**config.mk**
```make
export PLATFORM = sky130hd
export DESIGN_NAME = ram_2r1w
export DESIGN_NICKNAME = d
export VERILOG_FILES = /design/src/rtl/ram_pkg.sv /design/src/rtl/ram_init_seq.sv /design/src/rtl/ram_2r1w.sv
export SDC_FILE = /design/constraint.sdc
export NUM_CORES = 1
export LEC_CHECK = 0
export BUFFER_PORTS_ARGS = -buffer_cell sky130_fd_sc_hd__buf_2
export CELL_PAD_IN_SITES_DETAIL_PLACEMENT = 0
export CELL_PAD_IN_SITES_GLOBAL_PLACEMENT = 1
export CORE_MARGIN = 3
export CORE_UTILIZATION = 48
export CTS_BUF_LIST = sky130_fd_sc_hd__clkbuf_2
export DETAILED_ROUTE_END_ITERATION = 10
export PLACE_DENSITY_LB_ADDON = 0.2
export SETUP_SLACK_MARGIN = 0.15
export SYNTH_ARGS = -nofsm -noshare
export SYNTH_HDL_FRONTEND = slang
export SYNTH_SLANG_ARGS = --single-unit
export TNS_END_PERCENT = 1
```
**constraint.sdc**
```tcl
create_clock -name clk -period 7.3 [get_ports clk]
set_clock_uncertainty 0.05 [all_clocks]
set_input_delay 1.095 -clock clk [delete_from_list [all_inputs] [get_ports clk]]
set_output_delay 1.095 -clock clk [all_outputs]
set_load 0.02 [all_outputs]
```
**src/rtl/ram_pkg.sv**
```systemverilog
// Shared definitions for the ram_2r1w storage primitive: clear-sequencer
// state encoding and default geometry.
package ram_pkg;

  typedef enum logic {
    INIT = 1'b0,
    IDLE = 1'b1
  } ram_state_t;

  localparam int DEF_WIDTH = 8;
  localparam int DEF_DEPTH = 64;

endpackage

```
**src/rtl/ram_init_seq.sv**
```systemverilog
// Clear sequencer: owns the array while sweeping zeros through every word
// after reset or on a clear request, then hands the write port back.
module ram_init_seq
  import ram_pkg::*;
#(
  parameter int DEPTH = DEF_DEPTH,
  parameter int AW    = $clog2(DEPTH)
) (
  input  logic          clk,
  input  logic          rst,
  input  logic          clr,
  output logic          busy,
  output logic          swe,
  output logic [AW-1:0] swa
);

  localparam logic [AW-1:0] LAST = AW'(DEPTH - 1);

  ram_state_t    state, state_n;
  logic [AW-1:0] cnt, cnt_n;

  always_ff @(posedge clk or posedge rst) begin
    if (rst) begin
      state <= INIT;
      cnt   <= '0;
    end else begin
      state <= state_n;
      cnt   <= cnt_n;
    end
  end

  // A clear while already sweeping restarts the sweep rather than queueing.
  always_comb begin
    state_n = state;
    cnt_n   = cnt;
    case (state)
      INIT: begin
        if (clr) begin
          cnt_n = '0;
        end else if (cnt == LAST) begin
          state_n = IDLE;
          cnt_n   = '0;
        end else begin
          cnt_n = cnt + 1'b1;
        end
      end
      IDLE: begin
        if (clr) begin
          state_n = INIT;
          cnt_n   = '0;
        end
      end
      default: begin
        state_n = INIT;
        cnt_n   = '0;
      end
    endcase
  end

  assign busy = (state == INIT);
  assign swe  = busy;
  assign swa  = cnt;

endmodule

```
**src/rtl/ram_2r1w.sv**
```systemverilog
// Parametrised RAM with one synchronous write port, two registered read
// ports with write-first bypass, and a built-in zero-fill sequencer.
module ram_2r1w
  import ram_pkg::*;
#(
  parameter int WIDTH = DEF_WIDTH,
  parameter int DEPTH = DEF_DEPTH,
  parameter int AW    = $clog2(DEPTH)
) (
  input  logic             clk,
  input  logic             rst,
  input  logic             clr,
  input  logic             we,
  input  logic [AW-1:0]    wa,
  input  logic [WIDTH-1:0] d,
  input  logic [AW-1:0]    ra1,
  input  logic [AW-1:0]    ra2,
  output logic [WIDTH-1:0] q1,
  output logic [WIDTH-1:0] q2,
  output logic             busy,
  output logic             wdrop
);

  // One extra bit so DEPTH itself is representable when it is a power of two.
  localparam logic [AW:0] DEPTH_W = (AW + 1)'(DEPTH);

  logic [WIDTH-1:0] mem [DEPTH];

  logic             swe;
  logic [AW-1:0]    swa;
  logic             wa_ok, ra1_ok, ra2_ok, wr_ok, mem_we;
  logic [AW-1:0]    mem_wa;
  logic [WIDTH-1:0] mem_wd, q1_n, q2_n;

  ram_init_seq #(
    .DEPTH(DEPTH),
    .AW   (AW)
  ) u_init_seq (
    .clk (clk),
    .rst (rst),
    .clr (clr),
    .busy(busy),
    .swe (swe),
    .swa (swa)
  );

  assign wa_ok  = ({1'b0, wa} < DEPTH_W);
  assign ra1_ok = ({1'b0, ra1} < DEPTH_W);
  assign ra2_ok = ({1'b0, ra2} < DEPTH_W);
  assign wr_ok  = !busy && we && !clr && wa_ok;

  assign mem_we = swe || wr_ok;
  assign mem_wa = swe ? swa : wa;
  assign mem_wd = swe ? '0 : d;

  always_ff @(posedge clk) begin
    if (mem_we) begin
      mem[mem_wa] <= mem_wd;
    end
  end

  // Out-of-range and in-sweep reads return zero; a same-cycle accepted write wins.
  always_comb begin
    q1_n = '0;
    q2_n = '0;
    if (!busy && ra1_ok) begin
      q1_n = (wr_ok && (wa == ra1)) ? d : mem[ra1];
    end
    if (!busy && ra2_ok) begin
      q2_n = (wr_ok && (wa == ra2)) ? d : mem[ra2];
    end
  end

  always_ff @(posedge clk or posedge rst) begin
    if (rst) begin
      q1    <= '0;
      q2    <= '0;
      wdrop <= 1'b0;
    end else begin
      q1    <= q1_n;
      q2    <= q2_n;
      wdrop <= we && !wr_ok;
    end
  end

endmodule

```
Yosys cells after proc, flatten, opt, wreduce, memory -nomap -nowiden
Memories as Yosys holds them, arrays and structs flattened.
Index checks and enable logic that the tools add are counted.

storage, ports and cells
  word-level logic and storage cells = 36
  input port bits = 30
  bits in registers = 24
  bits in writable memories = 512
  memories = 1

operators by class
  equal/unequal tests = 4
  add/sub/neg operators = 1
  bitwise gates (word level) = 1
  reduce and logical (&&, ||, !) cells = 8
  mux-type cells = 16

memory list
  name  depth  bits a word  rd ports  clocked after Yosys merged registers in  wr ports  line            source
  mem   64     8            2         0                                        1         ram_2r1w.sv:27  logic [WIDTH-1:0] mem [DEPTH];

operator list
  operator                                      number
  2-to-1 mux 8 bit                              5
  2-to-1 mux 6 bit                              4
  == test 6 bit                                 2
  one-hot mux 6 bit (2 select lines)            1
  adder 6 x 1 -> 6 bit (second input constant)  1
  == test 6 bit (second input constant)         1
  logical AND 1 bit                             5
  2-to-1 mux 1 bit                              5
  zero test 1 bit                               2
  != test 2 bit (second input constant)         1
  one-hot mux 1 bit (2 select lines)            1
  logical OR 1 bit                              1
  inverter 1 bit                                1

Longest topological paths before layout
Gate-level depths: netlist of the first run.

  depth in word-level cells = 5
  depth in mapped cells = 10

Modules after synthesis
From an unflattened synthesis of the first run, not the netlist that was laid out.

second synthesis, totals
  cell total of the unflattened synthesis = 1,342
  area, all modules = 25,468.2 um2

modules (own cells, without submodules)
  module        area an instance (um2)  sequential area each (um2)  cells an instance  instances
  ram_2r1w      25,082.8                15,800.2                    1,303              1
  ram_init_seq  385.4                   175.2                       39                 1

Worst setup path after synthesis of the first run
OpenSTA, ideal clock, no wires.

  path type = input to register
  start = in ra2[0]
  end = reg q2[1]
  cell stages on the path = 8
  arrival time = 2.744 ns
  path slack = 4.356 ns
  setup time = 0.150 ns
  data required time = 7.100 ns
  cells stage by stage = buf_6 -> buf_4 -> buf_2 -> mux4_2 -> a22oi_1 -> nand2_1 -> a22oi_1 -> o221ai_1

on the way
  cells in the longest elaborated chain, start to end = 4
  elaborated cells between the ends (all ways) = 5

ends and longest elaborated chain
  element                                                      line            source
  start: declaration                                           ram_2r1w.sv:17  input logic [AW-1:0] ra2,
  branches (longest 2 deep; another with memory (64 x 8 bit))  n/a
  2-to-1 mux 8 bit *                                           ram_2r1w.sv:70  q2_n = (wr_ok && (wa == ra2)) ? d : mem[ra2];
  2-to-1 mux 8 bit *                                           ram_2r1w.sv:69  if (!busy && ra2_ok) begin
  net q2_n[1]                                                  ram_2r1w.sv:33  logic [WIDTH-1:0] mem_wd, q1_n, q2_n;
  end signal: assignment                                       ram_2r1w.sv:81  q2 <= q2_n;
  end: declaration                                             ram_2r1w.sv:19  output logic [WIDTH-1:0] q2,

Mark *: on every way through the listed nets, which the timed path passes.
A chain may end at the register's enable or synchronous reset.

Worst setup path after layout of the first run
  start = reg u_init_seq.state
  end = out busy

on the way
  cells in the longest elaborated chain, start to end = 1

ends and longest elaborated chain
  element                   line                source
  start: declaration        ram_init_seq.sv:19  ram_state_t state, state_n;
  start signal: assignment  ram_init_seq.sv:27  state <= state_n;
  inverter 1 bit            ram_init_seq.sv:60  assign busy = (state == INIT);
  end: declaration          ram_2r1w.sv:20      output logic busy,

Every way passes these cells.

==> flow_summary_export.csv, run 1 <==
group,metric,value,unit
routing,drt-total-wl,75540,um
critical_path,start_kind,"flop",
timing,worst_slew_pin_slew,1324,ps
outcome,outcome,"finished clean",
pwr,leakage,9.538,nW
critical_path,critical_path_class,"reg -> out",
floorplanning,floorplan.initialDensity,48.63,%
critical_path,crit_arrival,2650,ps
logic_synthesis,synth_seq_cells,536,
finish,fin_util,52.64,%
logic_synthesis,ys_seq_area_share,62.38,%
cts,tritoncts,"built",
place,place_inst,2042,
logic_synthesis,synthCells,1385,
routing,routed_via_density,6.628,
timing,fin_crit_sh,51.97,%
floorplanning,io_pins,48,
critical_path,crit_family,"buffers and inverters",
logic_synthesis,ys_warn_count,0,
routing,drc,0,
critical_path,reg2reg_to,"mem[45][3]",
global_route,grtUsageTotal,27.50,%
timing,fmax,263.6,MHz
critical_path,cp_num_buf_inv,3,
place,gp_congestion,0.9341,
cts,post_cts_buffers,0,
pwr,p_seq_share,56.2,%
hold_path,hp-class,"in -> reg",
floorplanning,die_y,237.0,um
critical_path,crit_required,6150,ps
place,portBuffers,47,
floorplanning,die_area,56160,sq um
pwr,comb_power_share,8.2,%
finish,fillerInstances,4308,
pwr,intPower,4.409,mW
timing,slew_violations,0,
critical_path,reg2reg_depth,6,
critical_path,crit_chain,"buf_4, inv_1, buf_2",
finish,seqCellArea,15980,sq um
critical_path,path_max_fanout,43,
pwr,swShare,25.92,%
floorplanning,die_w,237.0,um
finish,layout_common_cells,"edfxtp_1, mux4_2, clkbuf_2",
logic_synthesis,avgSynthCellArea,18.49,sq um
routing,vias,15250,
critical_path,rr_startpoint,"u_init_seq.state",
timing,fin_setup_tns,0,ps
floorplanning,core_area,52660,sq um
finish,multi_input_area,9022,sq um
pwr,powerDensity,214.7,nW/um^2
cts,numCtsBuffers,139,
critical_path,path_depth,3,
floorplanning,rows,84,
global_route,gr-total-overflow,0,
hold_path,worstHoldStart,"d[5]",
routing,ant_nets,0,
global_route,grt_max_degree,80,
logic_synthesis,ys_types,55,
logic_synthesis,async_flop_share,4.478,%
timing,relSlewSlack,11.71,%
routing,firstDrtPassIters,5,
cts,insertion_delay,1290,ps
cts,htreeDepth,4,
timing,finalSetupViolCount,0,
cts,cts-root-buf,"clkbuf_2",
critical_path,cp-end-kind,"output pin",
hold_path,holdPathEnd,"q2[5]",
global_route,grt_pass1_vias,15090,
place,dpl.hpwl,48020,um
routing,drt_iter0_markers,1836,
pwr,p_clk_share,35.6,%
pwr,p_switching,1.542,mW
finish,layout_commonest_cell,"edfxtp_1",
global_route,antenna_found_initial,3,
finish,final_nets,1537,
finish,layout.cells.non_filler,2300,
finish,syn2layout_area_growth,8.247,%
critical_path,reg2reg_slack,3790,ps
finish,layout-drive-gt1-share,34.04,%
cts,path_clk_slew,90,ps
timing,hold_viol_final,0,
hold_path,holdPathStages,3,
cts,clk_path_buf_depth,3,
critical_path,slowest_stage,"buf_4",
routing,wl_per_cell,32.84,um
logic_synthesis,synth_edf_count,512,
run,max_cap_viol_count,0,
cts,clock_sinks,536,
timing,min_period,3794,ps
critical_path,slowest_delay,370,ps
logic_synthesis,synth_fp_nets,1416,
global_route,grt_first_pass_wirelength,109100,um
timing,rsz0062_at_grt,"no",
logic_synthesis,synth-main-ff-cell,"edfxtp_1",
logic_synthesis,synth_area,25610,sq um
pwr,vdd_drop_max,0.1204,mV
==> flip-flops by register name, indices dropped and copies added (netlist names) <==
register          count
u_init_seq.state      1
wdrop                 1
mem                 512
q2                    8
u_init_seq.swa        6
q1                    8
==> power by group through the flow <==
stage / Combinational [mW] / Clock (mW) / Sequential (mW)
after CTS: 0.483 / 2.16 / 3.34
after global placement: 0.477 / 0 / 3.41
after global routing: 0.507 / 2.33 / 3.35
after detailed placement: 0.477 / 0 / 3.41
final: 0.486 / 2.12 / 3.34
after floorplan: 0.335 / 0 / 3.41
==> routing by layer <==
metal | global-route usage, % | vias to the layer above | routed length [um]
met5 | 0 | - | 0
met4 | 8.998 | 0 | 2061
met3 | 7.966 | 133 | 8165
met2 | 39.02 | 944 | 33690
met1 | 41.25 | 7978 | 31620
li1 | - | 6190 | -
==> cell usage after synthesis (6+ instances only) <==
master      n  area share [%]
a211oi_1   10            0.29
a21oi_1    19            0.37
a22oi_1    28            0.82
a31oi_1     7            0.17
and2_1     11            0.27
buf_1       6           0.088
buf_2      27            0.53
buf_4      23            0.67
buf_6       6            0.26
clkbuf_1   30            0.44
dfrtp_1    24             2.3
edfxtp_1  512              60
inv_1       6           0.088
mux2_2     19            0.84
mux2i_1    74             2.9
mux4_1     22             2.3
mux4_2    228              20
nand2_1    51            0.75
nand2b_1    7            0.17
nand3_1    17            0.33
nand3b_1    9            0.26
nand4_1     6            0.15
nor2_1     84             1.2
nor2b_1    21            0.51
nor3_1      6            0.12
nor4_1      8            0.20
o211ai_1   10            0.29
o21ai_0    12            0.23
o22ai_1    28            0.68
or3b_2      8            0.27
xnor2_1     7            0.24
xor2_1      7            0.24
==> metrics by stage <==
step	power [mW]	hold slack [ps]	setup slack, ps	instance area, sq um
finish	5.952	205.5	3506	27720
CTS	5.990	50.69	3363	27720
floorplan	3.743	498.3	4356	25610
global placement	3.889	539.2	2699	26320
detailed placement	3.889	557.3	2729	26320
global route	6.186	99.00	3293	27720
==> final cells by class <==
class	count	area share [%]
diodes	2	0.01805
clock buffers	198	3.575
clock inverters	47	1.074
inverters	6	0.08125
multi-input cells	746	32.55
flip-flops and latches	536	57.63
well taps	688	3.105
repair buffers	77	1.968
==> worst reg2reg max path, delay by kind of cell (launching register included) <==
| kind | cells | cell delay, ps |
|---|---|---|
| DFF | 1 | 370 |
| buffers and inverters | 2 | 710 |
| and+or+nand+nor | 3 | 1640 |
| AOI/OAI and AO/OA | 1 | 320 |
==> kinds of logic after synthesis <==
group                      count (synthesis)  synth area share, %
adders and majority gates                  1              0.04885
and+or+nand+nor                          246                4.754
DFF                                      536                62.38
AOI/OAI and AO/OA                        142                3.875
buffers and inverters                    103                2.423
muxes                                    343                26.04
xor gates and xnor gates                  14               0.4788
==> how the worst max path moves through the flow <==
stage	endpoint	start
after CTS	busy	u_init_seq.state
after detailed placement	q1[4]	ra1[0]
after global routing	busy	u_init_seq.state
after floorplan	q2[1]	ra2[0]
after global placement	q1[4]	ra1[0]
final	busy	u_init_seq.state
==> repair_timing <==
action	4_1_cts	5_1_grt
resized for setup	0	0
hold endpoints to repair	39	0
hold buffers	11	0
No activity file was read; power rests on OpenSTA's default activity.
==> run 2: changes to the inputs <==
==> constraint.sdc (replaced) <==
create_clock -name clk -period 3.3 [get_ports clk]
set_clock_uncertainty 0.05 [all_clocks]
set_input_delay 0.495 -clock clk [delete_from_list [all_inputs] [get_ports clk]]
set_output_delay 0.495 -clock clk [all_outputs]
set_load 0.02 [all_outputs]
==> run 2 against run 1 <==
Against the previous run:
- critical path depth rose by 8
- final cell count rose by 8.7%
- clock power increased by 130%
- critical path type is now in -> reg
- via count increased by 8.1%
- global-route usage increased by 1.9 points
- worst hold slack worse by 38 ps
- count of clock-buffer cells in the layout grew 7
- largest power group unchanged
- worst setup slack worse by 3300 ps
- sequential power is 120% higher
- total power grew 130%
- sequential share of layout area down 3.6 points
==> flow_summary_export.csv, run 2 (synthesis results as in run 1) <==
group,metric,value,unit
floorplanning,die_area,56160,sq um
run,max_cap_viol_count,0,
floorplanning,rows,84,
critical_path,cp_num_buf_inv,6,
critical_path,critical_path_class,"in -> reg",
timing,min_period,3111,ps
finish,layout-drive-gt1-share,39.27,%
finish,seqCellArea,15980,sq um
timing,relSlewSlack,21.29,%
cts,insertion_delay,1340,ps
timing,fin_crit_sh,94.26,%
cts,cts-root-buf,"clkbuf_2",
finish,syn2layout_area_growth,15.51,%
critical_path,cp-end-kind,"flop",
pwr,leakage,10.60,nW
place,gp_congestion,0.8960,
routing,ant_nets,0,
routing,drc,0,
routing,wl_per_cell,32.42,um
timing,slew_violations,0,
timing,finalSetupViolCount,0,
finish,layout_commonest_cell,"edfxtp_1",
finish,layout_common_cells,"edfxtp_1, mux4_2, clkbuf_2",
timing,rsz0062_at_grt,"no",
floorplanning,die_y,237.0,um
floorplanning,floorplan.initialDensity,48.63,%
cts,numCtsBuffers,141,
place,dpl_cell_area,27650,sq um
floorplanning,io_pins,48,
finish,fillerInstances,4171,
finish,largest_reg_flops,512,
cts,tritoncts,"built",
routing,vias,16480,
critical_path,slowest_delay,570,ps
timing,fin_setup_tns,0,ps
routing,drt_iter0_markers,2185,
cts,htreeDepth,4,
global_route,grt_first_pass_wirelength,116900,um
critical_path,start_kind,"input port",
critical_path,crit_family,"buffers and inverters",
finish,multi_input_area,9025,sq um
critical_path,crit_path_frequent_cell,"dlygate4sd3_1",
critical_path,path_max_fanout,38,
timing,worst_slew_pin_slew,1179,ps
floorplanning,die_w,237.0,um
hold_path,hp-class,"in -> reg",
routing,firstDrtPassIters,7,
pwr,vdd_drop_max,0.3202,mV
timing,fmax,321.5,MHz
cts,post_cts_buffers,0,
finish,largest_registers,"mem: 512 flops, q1: 8 flops, q2: 8 flops",
routing,routed_via_density,6.588,
finish,largest-register,"mem",
global_route,grt_max_degree,41,
place,dpl.hpwl,55190,um
cts,clk_path_buf_depth,3,
outcome,outcome,"finished clean",
timing,hold_viol_final,0,
global_route,gr-total-overflow,0,
finish,final_nets,1738,
place,portBuffers,47,
global_route,grtUsageTotal,29.38,%
pwr,finalPower,13.47,mW
floorplanning,core_area,52660,sq um
finish,final_area,29580,sq um
critical_path,crit_chain,"dlygate4sd3_1, buf_6, buf_12, buf_4, mux4_2, o22ai_1, a21oi_1, nand3_1, dlygate4sd3_1, nand4_1, dlygate4sd3_1",
cts,path_clk_slew,110,ps
finish,layout.cells.non_filler,2501,
cts,clock_sinks,536,
global_route,antenna_found_initial,3,
pwr,powerDensity,455.2,nW/um^2
critical_path,crit_arrival,4270,ps
global_route,grt_pass1_vias,16370,
critical_path,slowest_stage,"dlygate4sd3_1",
critical_path,crit_required,4460,ps
routing,drt-total-wl,81070,um
place,place_inst,2195,
-- run 2: cell types whose count changed in the layout (fill, tap and decap cells not counted), moves of 2 or more --
cell           change
buf_4            +138
dlygate4sd3_1     +46
buf_12            +15
clkinv_1          -10
clkbuf_2           +7
inv_2              -5
clkinvlp_4         +3
diode_2            +3
clkinv_4           +2
-- run 2: final cells by class --
type | count | share of cell area, %
inverter | 6 | 0.07614
antenna | 5 | 0.04230
clock buffer | 205 | 3.468
multi-input combinational | 746 | 30.51
sequential | 536 | 54.01
tap | 688 | 2.910
timing repair buffer | 276 | 7.918
clock inverter | 39 | 1.070
-- run 2: tightest hold or removal path, cell delays in order --
cell and delay (ps):
buf_4 240, mux2i_1 230, a22oi_1 110, nand3_1 140
nand3_1 170
-- run 2: report_power, final --
part	total (mW)	internal (mW)	switching [mW]
clock	4.86	2.06	2.80
combinational	1.21	0.546	0.659
sequential	7.40	7.37	0.0222
-- run 2: worst paths after layout --
path                              startpoint                 to  slack [ps]  depth (start not counted)
max                                   ra2[1]              q2[7]         190                         11
min                                   ra2[2]              q2[3]         170                          5
max reg2reg                       mem[31][7]              q2[7]         320                          7
min reg2reg                u_init_seq.swa[5]  u_init_seq.swa[5]         570                          2
max in group asynchronous                rst              q2[5]        1940                          4
min in group asynchronous                rst              q1[3]         510                          4
-- run 2: metrics by stage --
step,setup slack (ps),utilization [%],hold WS (ps)
after global routing,231.2,56.17,69.11
after CTS,344.6,56.15,9.059
after global placement,290.9,52.52,535.0
after floorplan,749.3,-,459.6
final,189.4,56.18,167.1
after detailed placement,292.5,52.52,538.3
-- run 2: layer usage --
metal / GRT usage (%) / wire (um) / vias up / share of wire, %
li1: - / - / 6607 / -
met1: 42.63 / 32770 / 8655 / 40
met3: 8.747 / 9351 / 156 / 12
met4: 10.79 / 2569 / 2 / 3.2
met2: 42.48 / 36370 / 1056 / 45
met5: 0 / 13 / - / 0.016
-- run 2: what timing repair did --
action,4_1_cts,5_1_grt
endpoints found under the setup margin,0,3
hold endpoints to repair,512,0
hold buffers,57,0
gates resized for setup,0,1
